$ cat src/rtl/aes_mask_ctrl.sv
// aes_mask_ctrl: job sequencer in front of the aes_mask core.
// Accepts a key/block job, issues init / R x next / finalize to the core,
// then captures the core result into a held mask with a one-cycle strobe.
// Every output is a flop; the core strobes and ready are decoded from the
// next state so they line up with the state they belong to.
module aes_mask_ctrl #(
  parameter int ROUNDS_128 = 10,
  parameter int ROUNDS_256 = 14
) (
  input  logic         clk,
  input  logic         reset_n,
  input  logic         start,
  input  logic         abort,
  input  logic [127:0] key,
  input  logic         keylen,
  input  logic [127:0] block,
  output logic         ready,
  output logic [127:0] mask,
  output logic         mask_valid,
  output logic         core_init,
  output logic         core_next,
  output logic         core_finalize,
  output logic [127:0] core_key,
  output logic         core_keylen,
  output logic [127:0] core_block,
  input  logic [127:0] core_result
);

  typedef enum logic [2:0] {
    S_IDLE    = 3'd0,
    S_INIT    = 3'd1,
    S_NEXT    = 3'd2,
    S_FINAL   = 3'd3,
    S_CAPTURE = 3'd4
  } state_e;

  localparam logic [4:0] LAST_128 = 5'(ROUNDS_128 - 1);
  localparam logic [4:0] LAST_256 = 5'(ROUNDS_256 - 1);

  state_e       state_q, state_d;
  logic [4:0]   cnt_q, cnt_d;
  logic [127:0] key_q, key_d;
  logic [127:0] block_q, block_d;
  logic         keylen_q, keylen_d;
  logic [127:0] mask_q, mask_d;
  logic         mask_valid_q, mask_valid_d;
  logic         ready_q, ready_d;
  logic         init_q, init_d;
  logic         next_q, next_d;
  logic         fin_q, fin_d;
  logic [4:0]   last_s;

  // Terminal round count follows the key length captured at accept.
  assign last_s = keylen_q ? LAST_256 : LAST_128;

  // Next-state, operand capture and output decodes.
  always_comb begin
    state_d      = state_q;
    cnt_d        = cnt_q;
    key_d        = key_q;
    block_d      = block_q;
    keylen_d     = keylen_q;
    mask_d       = mask_q;
    mask_valid_d = 1'b0;
    case (state_q)
      S_IDLE: begin
        // abort wins over a simultaneous start
        if (start && !abort) begin
          state_d  = S_INIT;
          key_d    = key;
          block_d  = block;
          keylen_d = keylen;
          cnt_d    = 5'd0;
        end else begin
          state_d = S_IDLE;
        end
      end
      S_INIT: begin
        if (abort) state_d = S_IDLE;
        else       state_d = S_NEXT;
      end
      S_NEXT: begin
        cnt_d = cnt_q + 5'd1;
        if (abort)                state_d = S_IDLE;
        else if (cnt_q == last_s) state_d = S_FINAL;
        else                      state_d = S_NEXT;
      end
      S_FINAL: begin
        if (abort) state_d = S_IDLE;
        else       state_d = S_CAPTURE;
      end
      S_CAPTURE: begin
        state_d = S_IDLE;
        if (!abort) begin
          mask_d       = core_result;
          mask_valid_d = 1'b1;
        end else begin
          mask_d = mask_q;
        end
      end
      default: begin
        state_d = S_IDLE;
      end
    endcase
    ready_d = (state_d == S_IDLE);
    init_d  = (state_d == S_INIT);
    next_d  = (state_d == S_NEXT);
    fin_d   = (state_d == S_FINAL);
  end

  // State and output registers with synchronous active-low reset.
  always_ff @(posedge clk) begin
    if (!reset_n) begin
      state_q      <= S_IDLE;
      cnt_q        <= 5'd0;
      key_q        <= 128'd0;
      block_q      <= 128'd0;
      keylen_q     <= 1'b0;
      mask_q       <= 128'd0;
      mask_valid_q <= 1'b0;
      ready_q      <= 1'b1;
      init_q       <= 1'b0;
      next_q       <= 1'b0;
      fin_q        <= 1'b0;
    end else begin
      state_q      <= state_d;
      cnt_q        <= cnt_d;
      key_q        <= key_d;
      block_q      <= block_d;
      keylen_q     <= keylen_d;
      mask_q       <= mask_d;
      mask_valid_q <= mask_valid_d;
      ready_q      <= ready_d;
      init_q       <= init_d;
      next_q       <= next_d;
      fin_q        <= fin_d;
    end
  end

  assign ready         = ready_q;
  assign mask          = mask_q;
  assign mask_valid    = mask_valid_q;
  assign core_init     = init_q;
  assign core_next     = next_q;
  assign core_finalize = fin_q;
  assign core_key      = key_q;
  assign core_keylen   = keylen_q;
  assign core_block    = block_q;

endmodule

$ cat config.mk
export PLATFORM = sky130hd
export DESIGN_NAME = aes_mask_ctrl
export DESIGN_NICKNAME = d
export VERILOG_FILES = /design/src/rtl/aes_mask_ctrl.sv
export SDC_FILE = /design/constraint.sdc
export NUM_CORES = 1
export LEC_CHECK = 0
export ABC_AREA = 1
export CAP_MARGIN = 20
export CORE_AREA = 8 8 298 300
export CTS_CLUSTER_DIAMETER = 200
export CTS_CLUSTER_SIZE = 28
export DETAILED_ROUTE_END_ITERATION = 6
export DIE_AREA = 0 0 306 308
export GPL_TIMING_DRIVEN = 0
export MAX_ROUTING_LAYER = met4
export PLACE_DENSITY = 0.44
export SETUP_SLACK_MARGIN = 0.5
export SLEW_MARGIN = 15
export SYNTH_ARGS = -nofsm -noshare
export SYNTH_HDL_FRONTEND = slang
export SYNTH_SLANG_ARGS = --single-unit
$ cat constraint.sdc
create_clock -name clk -period 1.4 [get_ports clk]
set_clock_uncertainty 0.1 [all_clocks]
set_input_delay 0.28 -clock clk [delete_from_list [all_inputs] [get_ports clk]]
set_output_delay 0.28 -clock clk [all_outputs]
set_load 0.005 [all_outputs]
# Yosys cells after proc, flatten, opt, wreduce, memory -nomap -nowiden
# Cells that the tools add are included.
[totals]
ff_bits = 398
input_bits = 389
out_inout_bits = 390
word_cells = 41
[classes]
n_addsub = 1
n_eq_ne = 9
n_mux = 10
bitwise_logic = 1
n_reduce_logical = 9
[op_table]
columns = ["operator", "n"]
rows = [
  ["$eq A3 B2 Y1 const B", 4],
  ["$pmux W3 S4", 1],
  ["$pmux W5 S2", 1],
  ["$reduce_and A2 Y1", 4],
  ["$eq A3 B1 Y1 const B", 2],
  ["$logic_not A3 Y1", 2],
  ["$mux W3", 2],
  ["$add A5 B1 Y5 const B", 1],
  ["$eq A5 B4 Y1", 1],
  ["$mux W5", 1],
  ["$mux W2", 2],
  ["$eq A3 B3 Y1 const B", 1],
  ["$mux W1", 3],
  ["$ne A2 B2 Y1 const B", 1],
  ["$reduce_bool A2 Y1", 1],
  ["$logic_and A1 B1 Y1", 1],
  ["$logic_not A1 Y1", 1],
  ["$not A1 Y1", 1],
]

# Logic depth before layout (Yosys ltp)
# Gate-level depths: netlist of the first run.
[depth]
ltp_word = 6
depth_mapped = 8

# Worst setup path after synthesis of the first run
# Ideal clock, no wire load.
[synth_path]
path_kind = "flip-flop to flip-flop"
from = "reg state_q[0]"
to = "reg mask_q[108] (netlist: mask[108])"
t_arrival_ns = 1.108
t_required_ns = 1.184
setup_slack_ns = 0.076
path_stages_with_launch = 7
cell_sequence = "dfxtp_1 > nor2_4 > nand3_2 > clkbuf_2 > clkbuf_2 > o21ai_0 > nor2_1"
[synth_via]
elab_chain_len = 2
[synth_rtl]
columns = ["item", "line_no", "text"]
rows = [
  ["start, declared", "40", "state_e state_q, state_d;"],
  ["start signal, assigned", "126", "state_q <= state_d;"],
  ["$eq A3 B3 Y1", "65", "case (state_q)"],
  ["$reduce_and A2 Y1 (no source line)", "-", ""],
  ["end signal, assigned", "131", "mask_q <= mask_d;"],
  ["end, declared", "45", "logic [127:0] mask_q, mask_d;"],
]
# Every way passes these cells.
# A chain may end at the register's enable or synchronous reset.

# Worst setup path in the final report of the first run
[layout_path]
from = "reg state_q[1]"
to = "reg key_q[126] (netlist: core_key[126])"
[layout_via]
elab_chain_len = 2
[layout_rtl]
columns = ["item", "line_no", "text"]
rows = [
  ["$logic_not A3 Y1", "65", ""],
  ["$reduce_and A2 Y1 (no source line)", "-", ""],
  ["end signal, assigned", "128", "key_q <= key_d;"],
  ["end, declared", "42", "logic [127:0] key_q, key_d;"],
]
# Every way passes these cells.

==> results_dict.tcl, run 1 <==
set metrics [dict create \
    status "complete, but fails checks" \
    violations "negative setup slack" \
    rsz0062_at_grt "true" \
    coreArea_um2 84210 \
    firstDrtPassIters 4 \
    cts_made_buffers 18 \
    synthAdderAreaFrac 0.001767 \
    worst_ep_required_time_ns 1.76 \
    r2r_start "state_q[1]$_SDFF_PN0_" \
    hold_violations 0 \
    min_period_over_period 1.154 \
    worst_slew_pin_slew_ns 0.8675 \
    grt_max_degree 29 \
    layout-drive-gt1-share 0.4518 \
    peakVddDrop_v 0.0007152 \
    gp_congestion 0.8835 \
    endpoint "core_key[126]$_SDFFE_PN0N_" \
    place_ws_ns -1.157 \
    antenna_found_initial 21 \
    synth_sequential_area_ratio 0.5626 \
    syn_avg_cell_area_um2 8.121 \
    areaGrowthSynthToFinish_pct 87.53 \
    hold_depth 4 \
    setup_violations 652 \
    r2r_slack_ns -0.22 \
    stdcell_count 3695 \
    ctsHoldBuffers 0 \
    syn-num-nets 2135 \
    io_buffers 777 \
    hpwl_mm 64.19 \
    drc 0 \
    synth_top_family_by_area "compound AO/OA/AOI/OAI gates" \
    synth_mux_area_frac 0 \
    cp-startpoint "state_q[1]$_SDFF_PN0_" \
    ios 779 \
    rr_worst_depth 7 \
    cp_max_fo 10 \
    final_util 0.3154 \
    synth-edff-count 0 \
    seqCellArea_um2 8483 \
    drtAntennaViolNets 0 \
    rows 107 \
    drt_iter0_drc 631 \
    ys_seq_elements 398 \
    fmax_mhz 619.1 \
    ys_top_cells_by_area "dfxtp_1 56%, o21ai_0 10%, a21oi_1 9.3%" \
    leakage_nw 10.41 \
    final.setup.tns_ns -53.22 \
    min_path_type "in -> reg" \
    dieArea_um2 94250 \
    grt_pass1_wl_mm 109.3 \
    clock_sinks 398 \
    critPathLaunchType "flop" \
    via_count 14872 \
    fillerInstances 8887 \
    cp-end-kind "flop" \
    cts_max_path_buffers 3 \
    die_h_um 308 \
    synth_top_area_frac 0.5626 \
    ys_types 25 \
    avgViaCountPerCell 4.025 \
    yosysWarnings 0 \
    clk_latency_ns 0.59 \
    layout_setup_ws_ns -0.2152 \
    rr_endpoint "core_key[126]$_SDFFE_PN0N_" \
    dp_cells 3611 \
    wl_mm 79.56 \
    grt_pass1_vias 15216 \
    layout.nets 2976 \
    synth_xor_area_frac 0.0006184 \
    synth_top_flop_cell "dfxtp_1" \
    ys_top_cells_by_count "398 x dfxtp_1, 292 x o21ai_0, 266 x nor2_1" \
    synth_compound_area_frac 0.2301 \
    yosysMostFrequentCell "dfxtp_1" \
    synth_area_um2 14160 \
    synthSimpleGateAreaFrac 0.08216 \
    synth_cells 1744 \
    multiInputGateArea_um2 5524 \
    cap_violations 0 \
    avgRoutedWirePerCell_um 21.53 \
    root_buffer "clkbuf_16" \
    die_w_um 306 \
    grt_usage 0.1610 \
    maxSlewHeadroom 0.4217 \
    yosysTopAreaCell "dfxtp_1" \
    ctsHtreeMaxLevel 1 \
    crit_arrival_ns 1.97 \
    min_period_ns 1.615 \
    power-per-cell-area_nw_per_um2 889.5 \
    synth-async-reset-ratio 0 \
    maxSlewViolCount 0 \
    clk_pin_slew_ns 0.13 \
    tritoncts "built" \
    path_class "reg -> reg" \
    initial_utilization 0.1682 \
    grt-ovfl-total 0 \
]
[cells by family after synthesis]
kind of cell               Yosys count
xor gates and xnor gates             1
AOI/OAI and AO/OA                  650
buffers and inverters              396
adders and majority gates            2
DFF                                398
and+or+nand+nor                    297
[placed cells by master (no fill, tap or decap), types with 20 or more instances in the layout]
cell             netlist  final
o21ai_2                0    164
a21oi_2                0     33
o21ai_1               94    164
diode_2                0     20
o21ai_0              292     31
buf_2                 35     67
o21ai_4                0     27
clkbuf_1              52     37
a21oi_1              262    229
buf_12                 0     23
nor2_1               266    265
clkdlybuf4s50_1        0    387
buf_6                 15    365
clkbuf_16              0     25
dfxtp_2                0    379
buf_4                 25     41
inv_1                265    264
[per-stage QoR]
stage | cell area (um2) | hold WS, ns | power [mW]
floorplan | 14330 | 0.3256 | 13.52
global placement | 23470 | 0.3306 | 16.40
detailed placement | 23470 | 0.3353 | 16.44
CTS | 25460 | 0.03764 | 23.73
global route | 26560 | 0.06933 | 24.81
finish | 26560 | 0.08866 | 23.62
[routing by layer]
layer	up-vias	track usage	wire length [um]
li1	7258	-	-
met1	7066	0.1777	31500
met2	471	0.2799	40170
met3	77	0.04779	5808
met4	0	0.04799	2076
met5	-	-	0
[where the power goes]
group	switching [mW]	leakage (nW)	internal, mW	total [mW]
Sequential	0.362	3.42	11.9	12.3
Combinational	2.03	6.75	2.68	4.72
Clock	4.11	0.246	2.50	6.61
Total	6.50	10.4	17.1	23.6
[critical path, stage by stage (launching register included)]
cell and delay, ns:
dfxtp_4 0.38, nor2_4 0.18, nand3_4 0.11, buf_12 0.16
buf_12 0.15, buf_6 0.16, o21ai_4 0.17, a21oi_1 0.06
[what timing repair did]
item	in CTS	in global routing
setup endpoints to repair	787	788
pin swaps	9	12
gates cloned	0	6
endpoints found under the hold margin	0	0
gates resized for setup	2588	274
buffers inserted	38	0
[worst min path at each step]
stage	from	endpoint	slack [ns]
2_1_floorplan	core_result[109]	mask[109]$_SDFFE_PN0P_	0.33
3_3_place_gp	core_key[106]$_SDFFE_PN0N_	core_key[106]$_SDFFE_PN0N_	0.33
3_5_place_dp	core_block[95]$_SDFFE_PN0N_	core_block[95]$_SDFFE_PN0N_	0.34
4_1_cts	reset_n	core_key[105]$_SDFFE_PN0N_	0.04
5_1_grt	reset_n	core_key[105]$_SDFFE_PN0N_	0.07
6_report	reset_n	state_q[0]$_SDFF_PN0_	0.09
[sequential cells by signal, summed over array words and instances (netlist names)]
signal,cells
core_block,128
core_key,128
mask,128
cnt_q,5
state_q,3
core_finalize,1
core_init,1
core_keylen,1
core_next,1
mask_valid,1
ready,1
[cell type report]
cell class,count,share of cell area
Clock buffer,19,0.01790
Buffer,129,0.04876
Timing Repair Buffer,821,0.3136
Inverter,267,0.03793
Multi-Input combinational cell,950,0.2080
Tap cell,1090,0.05135
Clock inverter,1,0.001131
Antenna cell,20,0.001884
Sequential cell,398,0.3194
Note: power is estimated with default switching activity, not from simulation.
==> run 2, diff against run 1 <==
- CTS_CLUSTER_SIZE: 28 -> 20
==> run 2 against run 1 <==
The run still ends with negative setup slack left. Global-route usage hardly changed. Cell count grew 0.14%. Sequential share of layout area fell by 0.42 points. Sequential power is essentially flat. First-iteration DRC count is 7.1% higher. Fmax is 0.62% higher. Critical endpoint is now core_block[41]$_SDFFE_PN0N_. Worst setup slack gained 0.0099 ns. Core utilization is 0.40 points higher.
==> results_dict.tcl, run 2 (synthesis results as in run 1) <==
set metrics [dict create \
    rsz0062_at_grt "true" \
    firstDrtPassIters 5 \
    fmax_mhz 623.0 \
    setup_violations 523 \
    hold_end "core_key[106]$_SDFFE_PN0N_" \
    r2r_slack_ns -0.21 \
    drc 0 \
    ctsHtreeMaxLevel 1 \
    multiInputGateArea_um2 5719 \
    layout_setup_ws_ns -0.2053 \
    worst_ep_required_time_ns 1.75 \
    peakVddDrop_v 0.0005877 \
    hold_violations 0 \
    tritoncts "built" \
    place_ws_ns -1.157 \
    drtAntennaViolNets 0 \
    clk_pin_slew_ns 0.10 \
    fillerInstances 8853 \
    hpwl_mm 64.19 \
    cap_violations 0 \
    via_count 14897 \
    clock_sinks 398 \
    avgRoutedWirePerCell_um 21.69 \
    design_area_um2 26900 \
    hold_depth 4 \
    critPathLaunchType "flop" \
    grt_pass1_wl_mm 109.6 \
    clk_latency_ns 0.58 \
    violations "negative setup slack" \
    power-per-cell-area_nw_per_um2 900.8 \
    maxSlewViolCount 0 \
    avgViaCountPerCell 4.026 \
    io_buffers 777 \
    status "complete, but fails checks" \
    initial_utilization 0.1682 \
    grt_pass1_vias 15289 \
    min_path_type "in -> reg" \
    areaGrowthSynthToFinish_pct 89.92 \
    path_class "reg -> reg" \
    min_period_over_period 1.147 \
    layout-drive-gt1-share 0.4625 \
    cts_made_buffers 23 \
    cts_max_path_buffers 3 \
    drt_iter0_drc 676 \
    gp_congestion 0.8835 \
    rr_worst_depth 7 \
    final_cell_mix "387 x clkdlybuf4s50_1, 379 x dfxtp_2, 366 x buf_6, 265 x nor2_1, 264 x inv_1" \
    grt-ovfl-total 0 \
    min_from "reset_n" \
    stdcell_count 3700 \
    cp-startpoint "state_q[1]$_SDFF_PN0_" \
    r2r_start "state_q[1]$_SDFF_PN0_" \
    die_h_um 308 \
    coreArea_um2 84210 \
    layout_commonest_cell "clkdlybuf4s50_1" \
    cp-end-kind "flop" \
    layout.nets 2982 \
    dp_cells 3611 \
    antenna_found_initial 19 \
    grt_usage 0.1614 \
    worst_slew_pin_slew_ns 0.9020 \
    hold_ws_ns 0.08693 \
    seqCellArea_um2 8479 \
    min_period_ns 1.605 \
    post_dp_cell_area_um2 23470 \
    final_util 0.3194 \
    rows 107 \
    die_w_um 306 \
    dieArea_um2 94250 \
    cp_max_fo 6 \
    root_buffer "clkbuf_16" \
    crit_arrival_ns 1.96 \
    rr_endpoint "core_block[41]$_SDFFE_PN0N_" \
    maxSlewHeadroom 0.3987 \
    ios 779 \
    wl_mm 80.24 \
    grt_max_degree 21 \
    leakage_nw 10.52 \
]
## run 2: cell types whose count changed in the layout (fill, tap and decap cells not counted), sizes merged
cell,delta
clkbuf,+5
clkdlybuf4s15,+2
dlygate4sd2,-2
buf,+1
clkinv,-1
## run 2: routing by layer
layer	vias to the layer above	track usage	wire, um
met1	7055	0.1760	31730
met2	472	0.2792	40240
li1	7282	-	-
met5	-	-	0
met3	88	0.05019	5731
met4	0	0.05326	2540
## run 2: through the flow
stage / TNS, ns / total power [mW]
floorplan: 0 / 13.52
CTS: -75.24 / 24.23
detailed placement: -290.33 / 16.44
global route: -97.95 / 25.44
global placement: -275.80 / 16.40
finish: -44.66 / 24.23
## run 2: how the worst max path moves through the flow
stage	endpoint	slack (ns)	cells after the start
final	core_block[41]$_SDFFE_PN0N_	-0.21	7
after global routing	core_block[100]$_SDFFE_PN0N_	-0.26	7
after CTS	mask[28]$_SDFFE_PN0P_	-0.21	6
after detailed placement	core_key[42]$_SDFFE_PN0N_	-1.16	7
after global placement	core_key[42]$_SDFFE_PN0N_	-1.14	7
after floorplan	mask[108]$_SDFFE_PN0P_	0.09	6
## run 2: critical path: stages, from the launching register on
cell and delay, ns:
dfxtp_4 0.37, nor2_4 0.18, nand3_4 0.11, buf_12 0.16
buf_12 0.15, buf_12 0.14, o21ai_4 0.21, a21oi_2 0.04
## run 2: repair_timing
item,in CTS,in global routing
pin swaps,7,11
hold buffers,0,0
resized for setup,2541,350
setup endpoints to repair,787,788
setup buffers,35,0
gates cloned,0,10
## run 2: cell type report
| cell class | count | area share |
|---|---|---|
| clock buffers | 24 | 0.02191 |
| repair buffers | 822 | 0.3122 |
| inverters | 267 | 0.03745 |
| plain buffers | 129 | 0.04801 |
| multi-input cells | 950 | 0.2126 |
| flip-flops and latches | 398 | 0.3153 |
| diodes | 20 | 0.001861 |
| well taps | 1090 | 0.05070 |
## run 2: power by group
group | switching (mW) | total (mW) | internal, mW | leakage, nW
clock network | 4.13 | 7.12 | 2.99 | 0.291
logic | 2.09 | 4.81 | 2.72 | 6.81
registers | 0.364 | 12.3 | 11.9 | 3.42
==> run 3, diff against run 2 <==
- CELL_PAD_IN_SITES_DETAIL_PLACEMENT: default -> 0
- CELL_PAD_IN_SITES_GLOBAL_PLACEMENT: default -> 1
- CORE_AREA: 8 8 298 300 -> 8 8 300 302
- DIE_AREA: 0 0 306 308 -> 0 0 308 310
- PLACE_DENSITY: 0.44 -> 0.56
==> run 3 against run 2 <==
Global-route usage fell by 0.58 points. Sequential share of layout area rose by 0.14 points. Critical path type unchanged. Clock power barely moved. Largest power group unchanged. Via count fell by 0.44%. Sequential power barely moved. Highest routed layer unchanged. Combinational power fell by 4%. Routed wire length fell by 2.1%. First-iteration DRC count fell by 5.9%. The run still ends with negative setup slack left. Final area fell by 0.43%.
==> results_dict.tcl, run 3 (synthesis results as in run 1) <==
set metrics [dict create \
    status "complete, but fails checks" \
    violations "negative setup slack" \
    rows 108 \
    rr_worst_depth 7 \
    hpwl_mm 62.24 \
    path_common_cell "buf_12" \
    cp_slowest_stage_delay_ns 0.36 \
    layout_setup_ws_ns -0.2065 \
    layout_commonest_cell "clkdlybuf4s50_1" \
    final_cell_mix "387 x clkdlybuf4s50_1, 384 x dfxtp_2, 366 x buf_6, 264 x inv_1, 261 x nor2_1" \
    grt_pass1_wl_mm 107.4 \
    drtAntennaViolNets 0 \
    grt-ovfl-total 0 \
    slowest_stage "dfxtp_4" \
    clock_sinks 398 \
    gp_congestion 0.8577 \
    place_ws_ns -0.9787 \
    worst_slew_pin_slew_ns 0.9075 \
    root_buffer "clkbuf_16" \
    fillerInstances 9142 \
    die_h_um 310 \
    min_period_over_period 1.148 \
    seqCellArea_um2 8482 \
    clk_latency_ns 0.57 \
    r2r_start "state_q[1]$_SDFF_PN0_" \
    wl_mm 78.58 \
    cts_made_buffers 23 \
    path_class "reg -> reg" \
    hold_ws_ns 0.08050 \
    grt_pass1_vias 15263 \
    maxSlewViolCount 0 \
    r2r_slack_ns -0.21 \
    layout.nets 2973 \
    avgViaCountPerCell 3.945 \
    stdcell_count 3759 \
    grt_max_degree 21 \
    min_path_type "in -> reg" \
    cts_max_path_buffers 3 \
    cp-end-kind "flop" \
    design_area_um2 26780 \
    endpoint "core_key[43]$_SDFFE_PN0N_" \
    leakage_nw 10.42 \
    initial_utilization 0.1653 \
    tritoncts "built" \
    firstDrtPassIters 4 \
    crit_arrival_ns 1.97 \
    power-per-cell-area_nw_per_um2 898.1 \
    dieArea_um2 95480 \
    cp_max_fo 6 \
    drt_iter0_drc 636 \
    fmax_mhz 622.5 \
    cp-startpoint "state_q[1]$_SDFF_PN0_" \
    multiInputGateArea_um2 5552 \
    ios 779 \
    clk_pin_slew_ns 0.09 \
    layout-drive-gt1-share 0.4576 \
    avgRoutedWirePerCell_um 20.91 \
    dp_cells 3676 \
    ctsHtreeMaxLevel 1 \
    min_period_ns 1.607 \
    io_buffers 777 \
    final.setup.tns_ns -44.49 \
    die_w_um 308 \
    critPathLaunchType "flop" \
    worst_ep_required_time_ns 1.76 \
    maxSlewHeadroom 0.3950 \
    path_cells "nor2_4 > nand3_4 > buf_12 > buf_12 > buf_12 > o21ai_4 > a21oi_2" \
    post_dp_cell_area_um2 23550 \
    rsz0062_at_grt "true" \
    cap_violations 0 \
    peakVddDrop_v 0.0008680 \
    rr_endpoint "core_key[43]$_SDFFE_PN0N_" \
    hold_violations 0 \
    areaGrowthSynthToFinish_pct 89.11 \
    coreArea_um2 85670 \
    antenna_found_initial 21 \
    via_count 14831 \
    grt_usage 0.1556 \
    setup_violations 490 \
    drc 0 \
]
-- run 3: changes by cell type in the layout (fill, tap and decap cells not counted), sizes merged --
| cell | previous run | this run |
|---|---|---|
| diode | 20 | 23 |
| clkdlybuf4s15 | 2 | 0 |
| buf | 504 | 505 |
| clkbuf | 81 | 74 |
| dlygate4sd2 | 1 | 0 |
-- run 3: per-stage QoR --
stage               power, mW  utilization
finish                  24.05       0.3126
global route            25.36       0.3126
CTS                     24.19       0.2963
detailed placement      16.40       0.2749
global placement        16.36       0.2749
floorplan               13.52            -
-- run 3: worst min path at each step --
stage                               from                         end  slack [ns]  cells past startpoint
4_1_cts                          reset_n  core_key[107]$_SDFFE_PN0N_        0.04                      4
3_5_place_dp   core_key[91]$_SDFFE_PN0N_   core_key[91]$_SDFFE_PN0N_        0.34                      2
5_1_grt                          reset_n  core_key[105]$_SDFFE_PN0N_        0.05                      4
6_report                         reset_n  core_key[105]$_SDFFE_PN0N_        0.08                      4
2_1_floorplan           core_result[109]      mask[109]$_SDFFE_PN0P_        0.33                      2
3_3_place_gp   core_key[87]$_SDFFE_PN0N_   core_key[87]$_SDFFE_PN0N_        0.33                      2
-- run 3: cell type report --
type / instances / area share
tap: 1155 / 0.05396
multi-input combinational: 950 / 0.2073
antenna: 23 / 0.002149
clock buffer: 24 / 0.02200
inverter: 267 / 0.03779
sequential: 398 / 0.3167
buffer: 129 / 0.04868
timing repair buffer: 813 / 0.3114
-- run 3: layer usage --
layer,share of wire,global-route usage
met1,0.38,0.1686
met2,0.51,0.2689
met3,0.083,0.05155
met4,0.030,0.05015
met5,0,-
-- run 3: timing repair --
action | in CTS | in global routing
resized for setup | 2525 | 356
endpoints found under the setup margin | 787 | 788
hold buffers | 0 | 0
endpoints found under the hold margin | 0 | 0
gates cloned | 2 | 9
setup buffers | 21 | 4
pin swaps | 5 | 19
-- run 3: report_power, final --
part | switching (mW) | internal [mW]
clock network | 4.11 | 2.99
logic | 1.99 | 2.65
registers | 0.376 | 11.9
-- run 3: critical path, delay by kind of cell, from the launching register on --
| kind | cells | cell delay (ns) |
|---|---|---|
| buf+inv | 3 | 0.45 |
| flops | 1 | 0.36 |
| simple gates | 2 | 0.31 |
| compound gates | 2 | 0.24 |
